File: src/rtl/tshift_pkg.sv
// Shared frame-layout constants for the CAN transmit shift register.
// The receiver uses the same field positions for its mapping.
package tshift_pkg;

   localparam int FRAME_LEN_EXT = 103;
   localparam int FRAME_LEN_STD = 83;
   localparam int REG_W         = 103;
   localparam int CNT_W         = 7;

   localparam int DLC_DATA_W = 68;
   localparam int EXT_ID_W   = 18;
   localparam int BASE_ID_W  = 11;

   // Field positions common to both formats
   localparam int SOF_POS    = 102;
   localparam int BASE_ID_HI = 101;
   localparam int BASE_ID_LO = 91;

   // Extended-format fields
   localparam int SRR_POS     = 90;
   localparam int IDE_EXT_POS = 89;
   localparam int EXT_ID_HI   = 88;
   localparam int EXT_ID_LO   = 71;
   localparam int RTR_EXT_POS = 70;
   localparam int DATA_HI     = 67;
   localparam int DATA_LO     = 0;

   // Standard-format fields; the bits below DATA_STD_LO stay zero
   localparam int RTR_STD_POS = 90;
   localparam int DATA_STD_HI = 87;
   localparam int DATA_STD_LO = 20;

   localparam logic [CNT_W-1:0] REMAIN_EXT = CNT_W'(FRAME_LEN_EXT);
   localparam logic [CNT_W-1:0] REMAIN_STD = CNT_W'(FRAME_LEN_STD);

   typedef enum logic {
      FMT_STD = 1'b0,
      FMT_EXT = 1'b1
   } frame_fmt_t;

   // Builds the MSB-first frame image; reserved/dominant bits are left at 0.
   function automatic logic [REG_W-1:0] frame_image(
      input frame_fmt_t             fmt,
      input logic                   rtr,
      input logic [DLC_DATA_W-1:0]  dlc_data,
      input logic [EXT_ID_W-1:0]    ext_id,
      input logic [BASE_ID_W-1:0]   base_id
   );
      logic [REG_W-1:0] img;
      img                         = '0;
      img[SOF_POS]                = 1'b0;
      img[BASE_ID_HI:BASE_ID_LO]  = base_id;
      if (fmt == FMT_EXT) begin
         img[SRR_POS]               = 1'b1;
         img[IDE_EXT_POS]           = 1'b1;
         img[EXT_ID_HI:EXT_ID_LO]   = ext_id;
         img[RTR_EXT_POS]           = rtr;
         img[DATA_HI:DATA_LO]       = dlc_data;
      end else begin
         img[RTR_STD_POS]           = rtr;
         img[DATA_STD_HI:DATA_STD_LO] = dlc_data;
      end
      return img;
   endfunction

endpackage

File: src/rtl/tshift_cell.sv
// One stage of the transmit shift register: load beats shift, reset beats both.
module tshift_cell (
   input  logic clock,
   input  logic reset,
   input  logic load,
   input  logic shift,
   input  logic load_bit,
   input  logic shift_in,
   output logic q
);

   always_ff @(posedge clock) begin
      if (!reset)
         q <= 1'b0;
      else if (load)
         q <= load_bit;
      else if (shift)
         q <= shift_in;
   end

endmodule

File: src/rtl/tshiftreg2.sv
// CAN transmit shift register: parallel frame load, one MSB-first shift per
// shift-request high period, with a count of frame bits still to send.
module tshiftreg2
   import tshift_pkg::*;
(
   input  logic                  clock,
   input  logic                  reset,
   input  logic                  activ,
   input  logic                  tcrc,
   input  logic                  load,
   input  logic                  extended,
   input  logic                  rtr,
   input  logic [DLC_DATA_W-1:0] mesin_a,
   input  logic [EXT_ID_W-1:0]   mesin_b,
   input  logic [BASE_ID_W-1:0]  mesin_c,
   output logic                  bitout,
   output logic [CNT_W-1:0]      remain,
   output logic                  empty
);

   logic             activ_int;
   logic             shift_en;
   logic             edged;
   logic [CNT_W-1:0] remain_cnt;
   logic [REG_W-1:0] load_data;
   logic [REG_W-1:0] q_bits;
   logic [REG_W-1:0] shift_src;
   frame_fmt_t       fmt;

   assign activ_int = activ & ~tcrc;
   assign fmt       = frame_fmt_t'(extended);
   assign load_data = frame_image(fmt, rtr, mesin_a, mesin_b, mesin_c);
   assign shift_src = {q_bits[REG_W-2:0], 1'b0};

   genvar gi;
   generate
      for (gi = 0; gi < REG_W; gi++) begin : g_cell
         tshift_cell u_cell (
            .clock    (clock),
            .reset    (reset),
            .load     (load),
            .shift    (shift_en),
            .load_bit (load_data[gi]),
            .shift_in (shift_src[gi]),
            .q        (q_bits[gi])
         );
      end
   endgenerate

   // One-shot: a single enable per high period of the shift request.
   always_ff @(posedge clock) begin
      if (!reset) begin
         shift_en <= 1'b0;
         edged    <= 1'b0;
      end else if (activ_int) begin
         if (!edged) begin
            shift_en <= 1'b1;
            edged    <= 1'b1;
         end else begin
            shift_en <= 1'b0;
         end
      end else begin
         shift_en <= 1'b0;
         edged    <= 1'b0;
      end
   end

   always_ff @(posedge clock) begin
      if (!reset)
         remain_cnt <= '0;
      else if (load)
         remain_cnt <= (fmt == FMT_EXT) ? REMAIN_EXT : REMAIN_STD;
      else if (shift_en && (remain_cnt != '0))
         remain_cnt <= remain_cnt - 1'b1;
   end

   assign bitout = q_bits[SOF_POS];
   assign remain = remain_cnt;
   assign empty  = (remain_cnt == '0);

endmodule

File: config.mk
export PLATFORM = sky130hd
export DESIGN_NAME = tshiftreg2
export DESIGN_NICKNAME = d
export VERILOG_FILES = /design/src/rtl/tshift_pkg.sv /design/src/rtl/tshift_cell.sv /design/src/rtl/tshiftreg2.sv
export SDC_FILE = /design/constraint.sdc
export NUM_CORES = 1
export LEC_CHECK = 0
export ABC_AREA = 1
export BUFFER_PORTS_ARGS = -buffer_cell sky130_fd_sc_hd__buf_2
export CORE_ASPECT_RATIO = 1.2
export CORE_MARGIN = 2
export CORE_UTILIZATION = 45
export CTS_CLUSTER_SIZE = 24
export DETAILED_ROUTE_END_ITERATION = 10
export PLACE_DENSITY = 0.68
export SLEW_MARGIN = 30
export SYNTH_ARGS = -nofsm -noshare
export SYNTH_HDL_FRONTEND = slang
export SYNTH_HIERARCHICAL = 1
export SYNTH_SLANG_ARGS = --single-unit
File: constraint.sdc
create_clock -name clock -period 8.9 [get_ports clock]
set_clock_uncertainty 0.15 [all_clocks]
set_input_delay 1.78 -clock clock [delete_from_list [all_inputs] [get_ports clock]]
set_output_delay 1.78 -clock clock [all_outputs]
set_load 0.01 [all_outputs]
==> results.toml, run 1 <==
[status]
status = "finished, final reports clean"

[grt]
grtUsageMet3_pct = 2.72
grt_pass1_wl_um = 26000
grtUsageTotal_pct = 19.6
use_met2_pct = 33.3
grt_pass1_vias = 5916
antenna_found_initial = 0
top_usage_layer = "met2"
gr-total-overflow = 0
use_met1_pct = 24.8
grt_max_degree = 108

[layout]
nets = 1478
fin_area_um2 = 7930
fillers = 1635
diodes = 0
final_util_pct = 53.4
register_area_um2 = 2250
layout-drive-gt1-share_pct = 12.3
multi_input_area_um2 = 3530
syn_to_final_growth_pct = 16.9

[yosys]
yosysWarnings = 6
synth_compound_area_share_pct = 8.78
synth_fa_ha_area_share_pct = 0.185
ys_ff_latch = 112
synth_edf_count = 0
postSynth.asyncResetShare_pct = 0
synth_simple_gate_area_share_pct = 43.0
synth_top_family_by_area = "simple AND/OR/NAND/NOR gates"
synthTopCellsByCount = "421 x nand2_1, 323 x nor2_1, 221 x inv_1, 112 x dfxtp_1, 106 x o21ai_0"
synth-seq-area-share_pct = 33.1
synthXorXnorAreaFrac_pct = 0
synthFlopType = "dfxtp_1"
synthMuxAreaShare_pct = 0
synth_area_um2 = 6780
synth_most_common_cell = "nand2_1"
yosys.cell_types.count = 23
avgSynthCellArea_um2 = 5.39
synthTopCellsByArea = "dfxtp_1 33%, nand2_1 23%, nor2_1 18%, inv_1 12%, o21ai_0 7.8%"
synth_top_area_cell = "dfxtp_1"
synthCells = 1259
synth_top_cell_area_share_pct = 33.1

[worst_setup_path]
crit_required_ns = 6.97
crit-reg2reg-launch = "shift_en"
start_kind = "flip-flop"
reg2reg_depth = 5
reg2reg_slack_ns = 6.77
worstSetupPathType = "flip-flop to output port"
cp.arrival_ns = 1.44
worstSetupStartpoint = "remain[0]"
cp-end-kind = "output port"
r2r-end = "g_cell[61].u_cell/q"
worstPathMaxFanout = 5

[clocking]
cts.sinks = 112
cts-buffers-inserted = 9
cts_tree = "done"
hold_buffers = 0
worstSkewPairLatency_ns = 0.36
htree_levels = 3
cts_setup_buffers = 0
clk_pin_slew_ns = 0.07
ctsResizeCount = 0
clock-root-buffer = "clkbuf_16"
clockBufferDepth = 2

[route]
wl_um = 15700
firstDrtPassIters = 5
drc = 0
vias = 6939
vias_per_cell = 4.39
drt_iter0_drc = 361
postRouteAntennaNets = 0
wl_per_cell_um = 9.90

[hold_path]
whs_path_depth = 1
hold_end = "shift_en"
holdCritPathClass = "flip-flop to flip-flop"
hold_path.startpoint = "edged"

[placed_design]
numPortBuffers = 112
dp_hpwl_um = 9760
placed_area_um2 = 7570
gp_congestion = 0.795

[die]
die-area_um2 = 16100
start_util_pct = 45.7
die_w_um = 116
fp.dieH_um = 138
ios = 113
placementRows = 49
core_um2 = 14800

[timing]
slew_viol_final = 0
hold_violations = 0
holdWs_ns = 0.236
timing.final.crit_share_pct = 37.9
setup_tns_ns = 0
maxClockFrequency_mhz = 296
setup_viol = 0
grt_setup_unrepaired = "false"
finalCriticalPeriod_ns = 3.37
tightest_slew_ns = 0.823
relSlewSlack_pct = 45.2

[power]
p_leak_nw = 4.60
powerDensity_nw_per_um2 = 153
vdd_ir_drop_max_uv = 70.1

[flow_run]
drv_cap = 0
-- flip-flops by register name (all words and copies together) (netlist names) --
| name | flops |
|---|---|
| shift_en | 1 |
| edged | 1 |
| remain | 7 |
| g_cell.u_cell/q | 103 |
-- final cells by class --
| cell class | count | share of cell area (%) |
|---|---|---|
| inverters | 247 | 11.7 |
| clock buffers | 16 | 4.20 |
| well taps | 204 | 3.22 |
| flip-flops and latches | 112 | 28.3 |
| multi-input cells | 884 | 44.5 |
| repair buffers | 119 | 8.02 |
-- cells in the final DEF (no fill, tap or decap) --
master,n
a21oi_1,2
buf_12,1
buf_2,111
buf_4,5
buf_6,2
clkbuf_16,10
clkbuf_8,6
clkinv_1,2
conb_1,2
dfxtp_1,111
dfxtp_4,1
ha_1,1
inv_1,221
inv_2,24
nand2_1,421
nand2_2,2
nand2_4,2
nand3_1,3
nand3_2,1
nand4_1,2
nor2_1,323
nor2_2,4
nor3_1,2
nor3_2,1
nor4_1,1
o21ai_0,106
o21ai_1,11
-- cell families (layout without fill, tap and decap cells) --
family / count (synthesis) / count (layout)
fa+ha+maj: 1 / 1
other cells: 1 / 2
flops: 112 / 112
compound gates: 119 / 119
simple gates: 762 / 762
buf+inv: 264 / 382
-- how the worst max path moves through the flow --
| stage | endpoint | slack [ns] | depth (start not counted) |
|---|---|---|---|
| floorplan | remain[0] | 4.34 | 3 |
| detailed placement | g_cell[65].u_cell/q | 4.64 | 8 |
| finish | empty | 5.53 | 7 |
| global route | g_cell[47].u_cell/q | 5.31 | 8 |
| global placement | g_cell[47].u_cell/q | 4.72 | 8 |
| CTS | g_cell[63].u_cell/q | 5.03 | 8 |
-- power by group --
group	total [mW]	switching (mW)	internal, mW
clock	0.442	0.188	0.254
sequential	0.559	0.0212	0.538
combinational	0.212	0.130	0.0821
-- stage by stage --
stage                     cells  worst slack [ns]  total power, mW
after floorplan            1260              4.34            0.713
after CTS                  1581              5.03             1.23
after detailed placement   1565              4.64            0.784
final                      1582              5.53             1.21
after global placement     1565              4.72            0.780
after global routing       1582              5.31             1.29
-- layer usage --
metal / share of wire [%] / vias to the layer above
li1: - / 3889
met1: 48 / 2934
met2: 46 / 98
met3: 3.2 / 18
met4: 2.1 / 0
met5: 0 / -
-- worst max-delay path, stage by stage, from the launching register on --
cell	delay [ns]
dfxtp_1	0.32
inv_1	0.12
ha_1	0.19
nand2_2	0.08
nor2_2	0.13
nand2_4	0.08
inv_1	0.05
buf_2	0.11
Power figures use the tool's default switching activity.
==> run 2, diff against run 1 <==
- clock period: 8.9 -> 3.4 ns (I/O delays scaled with it)
==> results.toml, run 2 (synthesis results as in run 1) <==
[timing]
hold_violations = 0
setup_viol = 0
setup_tns_ns = 0
grt_setup_unrepaired = "false"
relSlewSlack_pct = 38.1
timing.final.ws_setup_ns = 1.08
maxClockFrequency_mhz = 430
slew_viol_final = 0
finalCriticalPeriod_ns = 2.32
timing.final.crit_share_pct = 68.4
tightest_slew_ns = 0.929

[worst_setup_path]
cp-end-kind = "output port"
start_kind = "flip-flop"
cp.arrival_ns = 1.49
reg2reg_slack_ns = 1.65
r2r-end = "remain[5]"
crit_required_ns = 2.57
worstSetupPathType = "flip-flop to output port"
worstPathMaxFanout = 5
crit-reg2reg-launch = "shift_en"
reg2reg_depth = 6

[layout]
largest-register = "g_cell.u_cell/q"
syn_to_final_growth_pct = 16.6
final_util_pct = 53.3
fillers = 1644
largest_reg_flops = 103
diodes = 0
final_common_cell = "nand2_1"
layout-drive-gt1-share_pct = 12.2
nets = 1478
final_cell_mix = "421 x nand2_1, 323 x nor2_1, 221 x inv_1"

[power]
p_leak_nw = 4.58
vdd_ir_drop_max_uv = 226
powerDensity_nw_per_um2 = 390

[route]
firstDrtPassIters = 5
wl_per_cell_um = 9.72
drc = 0
wl_um = 15400
drt_iter0_drc = 448
vias = 6937
postRouteAntennaNets = 0
vias_per_cell = 4.38

[placed_design]
gp_congestion = 0.796
place_ws_ns = 1.17
dp_hpwl_um = 9650
numPortBuffers = 112

[hold_path]
hold_path.startpoint = "edged"
holdCritPathClass = "flip-flop to flip-flop"
whs_path_depth = 1
hold_end = "shift_en"

[grt]
antenna_found_initial = 0
gr-total-overflow = 0
grt_max_degree = 210
grtUsageTotal_pct = 19.5
grt_pass1_vias = 5904
grt_pass1_wl_um = 26000

[flow_run]
drv_cap = 0

[die]
placementRows = 49
die_w_um = 116
core_um2 = 14800
start_util_pct = 45.7
die-area_um2 = 16100
ios = 113
fp.dieH_um = 138

[clocking]
htree_levels = 3
clockBufferDepth = 2
cts-buffers-inserted = 9
hold_buffers = 0
cts_setup_buffers = 0
cts.sinks = 112
cts_tree = "done"
clock-root-buffer = "clkbuf_16"
worstSkewPairLatency_ns = 0.36
clk_pin_slew_ns = 0.07
ctsResizeCount = 0

[status]
status = "finished, final reports clean"
run 2: changes by cell type in the layout (fill, tap and decap cells not counted), sizes merged:
cell / before / now
clkbuf: 16 / 13
clkinv: 2 / 3
clkinvlp: 0 / 2
run 2: how the worst max path moves through the flow:
stage	startpoint	endpoint	slack [ns]	cells after the start
after floorplan	shift_en	remain[0]	0.55	3
after global placement	extended	remain[2]	1.17	6
after detailed placement	extended	remain[2]	1.17	6
after CTS	remain[0]	empty	1.06	7
after global routing	remain[0]	empty	0.98	7
final	remain[0]	empty	1.08	7
run 2: critical path, cell delays in order, from the launching register on:
cell and delay [ns]:
dfxtp_1 0.33, inv_1 0.14, ha_1 0.21, nand2_2 0.09
nor2_2 0.13, nand2_4 0.08, inv_1 0.05, buf_2 0.11
run 2: layout make-up:
type,instances,area [µm²],area share (%)
multi-input cells,884,3530,44.7
flip-flops and latches,112,2250,28.4
inverters,247,927,11.7
repair buffers,119,653,8.26
clock buffers,13,272,3.43
well taps,204,255,3.23
clock inverters,3,23.8,0.301
run 2: per-layer routing:
| metal | wire [µm] | track usage (%) | vias up |
|---|---|---|---|
| met4 | 216 | 7.02 | 0 |
| li1 | - | - | 3895 |
| met5 | 0 | 0 | - |
| met2 | 7020 | 32.8 | 111 |
| met3 | 543 | 2.54 | 12 |
| met1 | 7590 | 25.3 | 2919 |
run 2: report_power, final:
part	leakage, nW	internal [mW]	switching, mW
Sequential	0.931	1.41	0.0475
Combinational	3.51	0.217	0.348
Clock	0.137	0.565	0.499
run 2: per-stage QoR:
| stage | instance area [µm²] | total power, mW | instances | hold WS [ns] |
|---|---|---|---|---|
| after floorplan | 6790 | 1.86 | 1260 | 0.217 |
| after global placement | 7610 | 2.05 | 1566 | 0.218 |
| after detailed placement | 7610 | 2.05 | 1566 | 0.223 |
| after CTS | 7910 | 3.13 | 1582 | 0.235 |
| after global routing | 7910 | 3.27 | 1582 | 0.268 |
| final | 7910 | 3.08 | 1582 | 0.230 |
==> run 3, diff against run 2 <==
- clock period: 3.4 -> 2.4 ns (I/O delays scaled with it)
==> results.toml, run 3 (synthesis results as in run 1) <==
[status]
status = "finished, final reports clean"

[timing]
hold_violations = 0
maxClockFrequency_mhz = 485
setup_tns_ns = 0
setup_viol = 0
grt_setup_unrepaired = "false"
holdWs_ns = 0.142
slew_viol_final = 0
timing.final.crit_share_pct = 85.9
finalCriticalPeriod_ns = 2.06

[layout]
multi_input_area_um2 = 3530
syn_to_final_growth_pct = 18.1
fin_area_um2 = 8010
largest_reg_flops = 103
nets = 1482
largest-register = "g_cell.u_cell/q"
register_area_um2 = 2250
layout-drive-gt1-share_pct = 12.4
final_common_cell = "nand2_1"
diodes = 0
fillers = 1675
final_util_pct = 54.0
final_cell_mix = "421 x nand2_1, 323 x nor2_1, 221 x inv_1"

[die]
core_um2 = 14800
placementRows = 49
die-area_um2 = 16100
die_w_um = 116
start_util_pct = 45.7
fp.dieH_um = 138
ios = 113

[route]
drc = 0
wl_um = 15400
drt_iter0_drc = 433
firstDrtPassIters = 4
postRouteAntennaNets = 0
wl_per_cell_um = 9.71
vias_per_cell = 4.40
vias = 6973

[clocking]
cts_setup_buffers = 0
clock-root-buffer = "clkbuf_16"
clk_pin_slew_ns = 0.07
cts-buffers-inserted = 9
ctsResizeCount = 0
htree_levels = 3
worstSkewPairLatency_ns = 0.35
hold_buffers = 0
cts.sinks = 112
cts_tree = "done"
clockBufferDepth = 2

[grt]
grt_pass1_vias = 6099
grt_pass1_wl_um = 26500
grt_max_degree = 113
grtUsageTotal_pct = 19.7
antenna_found_initial = 0
gr-total-overflow = 0

[worst_setup_path]
path_delay_family = "flip-flops"
crit_path_frequent_cell = "inv_1"
cp.arrival_ns = 1.43
worstSetupPathType = "flip-flop to output port"
crit_buf_inv = 3
crit_slowest_cell = "dfxtp_1"
worstPathMaxFanout = 5
cpPeakStageDelay_ns = 0.32
cp_cell_sequence = "inv_1 > ha_1 > nand2_2 > nor2_2 > nand2_4 > inv_1 > buf_2"
start_kind = "flip-flop"
crit_required_ns = 1.77
cp-end-kind = "output port"

[power]
vdd_ir_drop_max_uv = 278
pwr-share-seq_pct = 46.6
power.switching_mw = 1.25
internal-power_mw = 3.18
power_frac_comb_pct = 18.4
clkPwrFrac_pct = 35.0
powerDensity_nw_per_um2 = 553
p_leak_nw = 4.63
switching_share_pct = 28.2

[flow_run]
drv_cap = 0

[placed_design]
gp_congestion = 0.838
placed_area_um2 = 7710
numPortBuffers = 112
dp_hpwl_um = 10200

[hold_path]
holdCritPathClass = "primary input to flip-flop"
-- run 3: cell count changes in the layout (fill, tap and decap cells not counted) --
| cell | before | now |
|---|---|---|
| clkinv_4 | 1 | 0 |
| clkinv_2 | 0 | 2 |
| clkbuf_8 | 1 | 2 |
| clkbuf_16 | 10 | 9 |
| clkinvlp_4 | 2 | 0 |
| buf_4 | 5 | 4 |
| bufinv_16 | 0 | 1 |
| buf_12 | 3 | 8 |
-- run 3: stage by stage --
step,total power [mW],worst slack [ns],std cells
3_3_place_gp,2.92,0.723,1570
6_report,4.43,0.337,1586
3_5_place_dp,2.93,0.707,1570
5_1_grt,4.70,0.205,1586
2_1_floorplan,2.64,0.375,1260
4_1_cts,4.49,0.314,1586
-- run 3: worst register-to-register path: cells and delay by family, from the launching register on --
kind | cells | cell delay, ns
adder cells (fa/ha/maj) | 1 | 0.20
buffers and inverters | 1 | 0.12
flip-flops | 1 | 0.32
AND/OR/NAND/NOR | 7 | 0.60
-- run 3: final cells by class --
| class | instances | area share, % |
|---|---|---|
| clock buffers | 13 | 3.25 |
| clock inverters | 3 | 0.500 |
| inverters | 247 | 11.6 |
| multi-input cells | 884 | 44.1 |
| flip-flops and latches | 112 | 28.1 |
| well taps | 204 | 3.19 |
| repair buffers | 123 | 9.31 |
-- run 3: final timing paths --
| path | from | endpoint | slack (ns) | cells after the start |
|---|---|---|---|---|
| max | remain[0] | empty | 0.34 | 7 |
| min | tcrc | shift_en | 0.14 | 2 |
| max reg2reg | remain[0] | remain[4] | 0.90 | 9 |
| min reg2reg | edged | shift_en | 0.24 | 1 |
-- run 3: power groups by stage --
stage	clock, mW	sequential, mW	combinational [mW]
2_1_floorplan	0	2.12	0.515
3_3_place_gp	0	2.10	0.814
3_5_place_dp	0	2.11	0.822
4_1_cts	1.60	2.06	0.826
5_1_grt	1.66	2.08	0.962
6_report	1.55	2.06	0.814
-- run 3: metal layers --
layer | global-route usage, % | routed length (µm)
met5 | 0 | 0
met4 | 6.89 | 268
met3 | 2.81 | 579
met2 | 33.3 | 7010
met1 | 25.6 | 7540
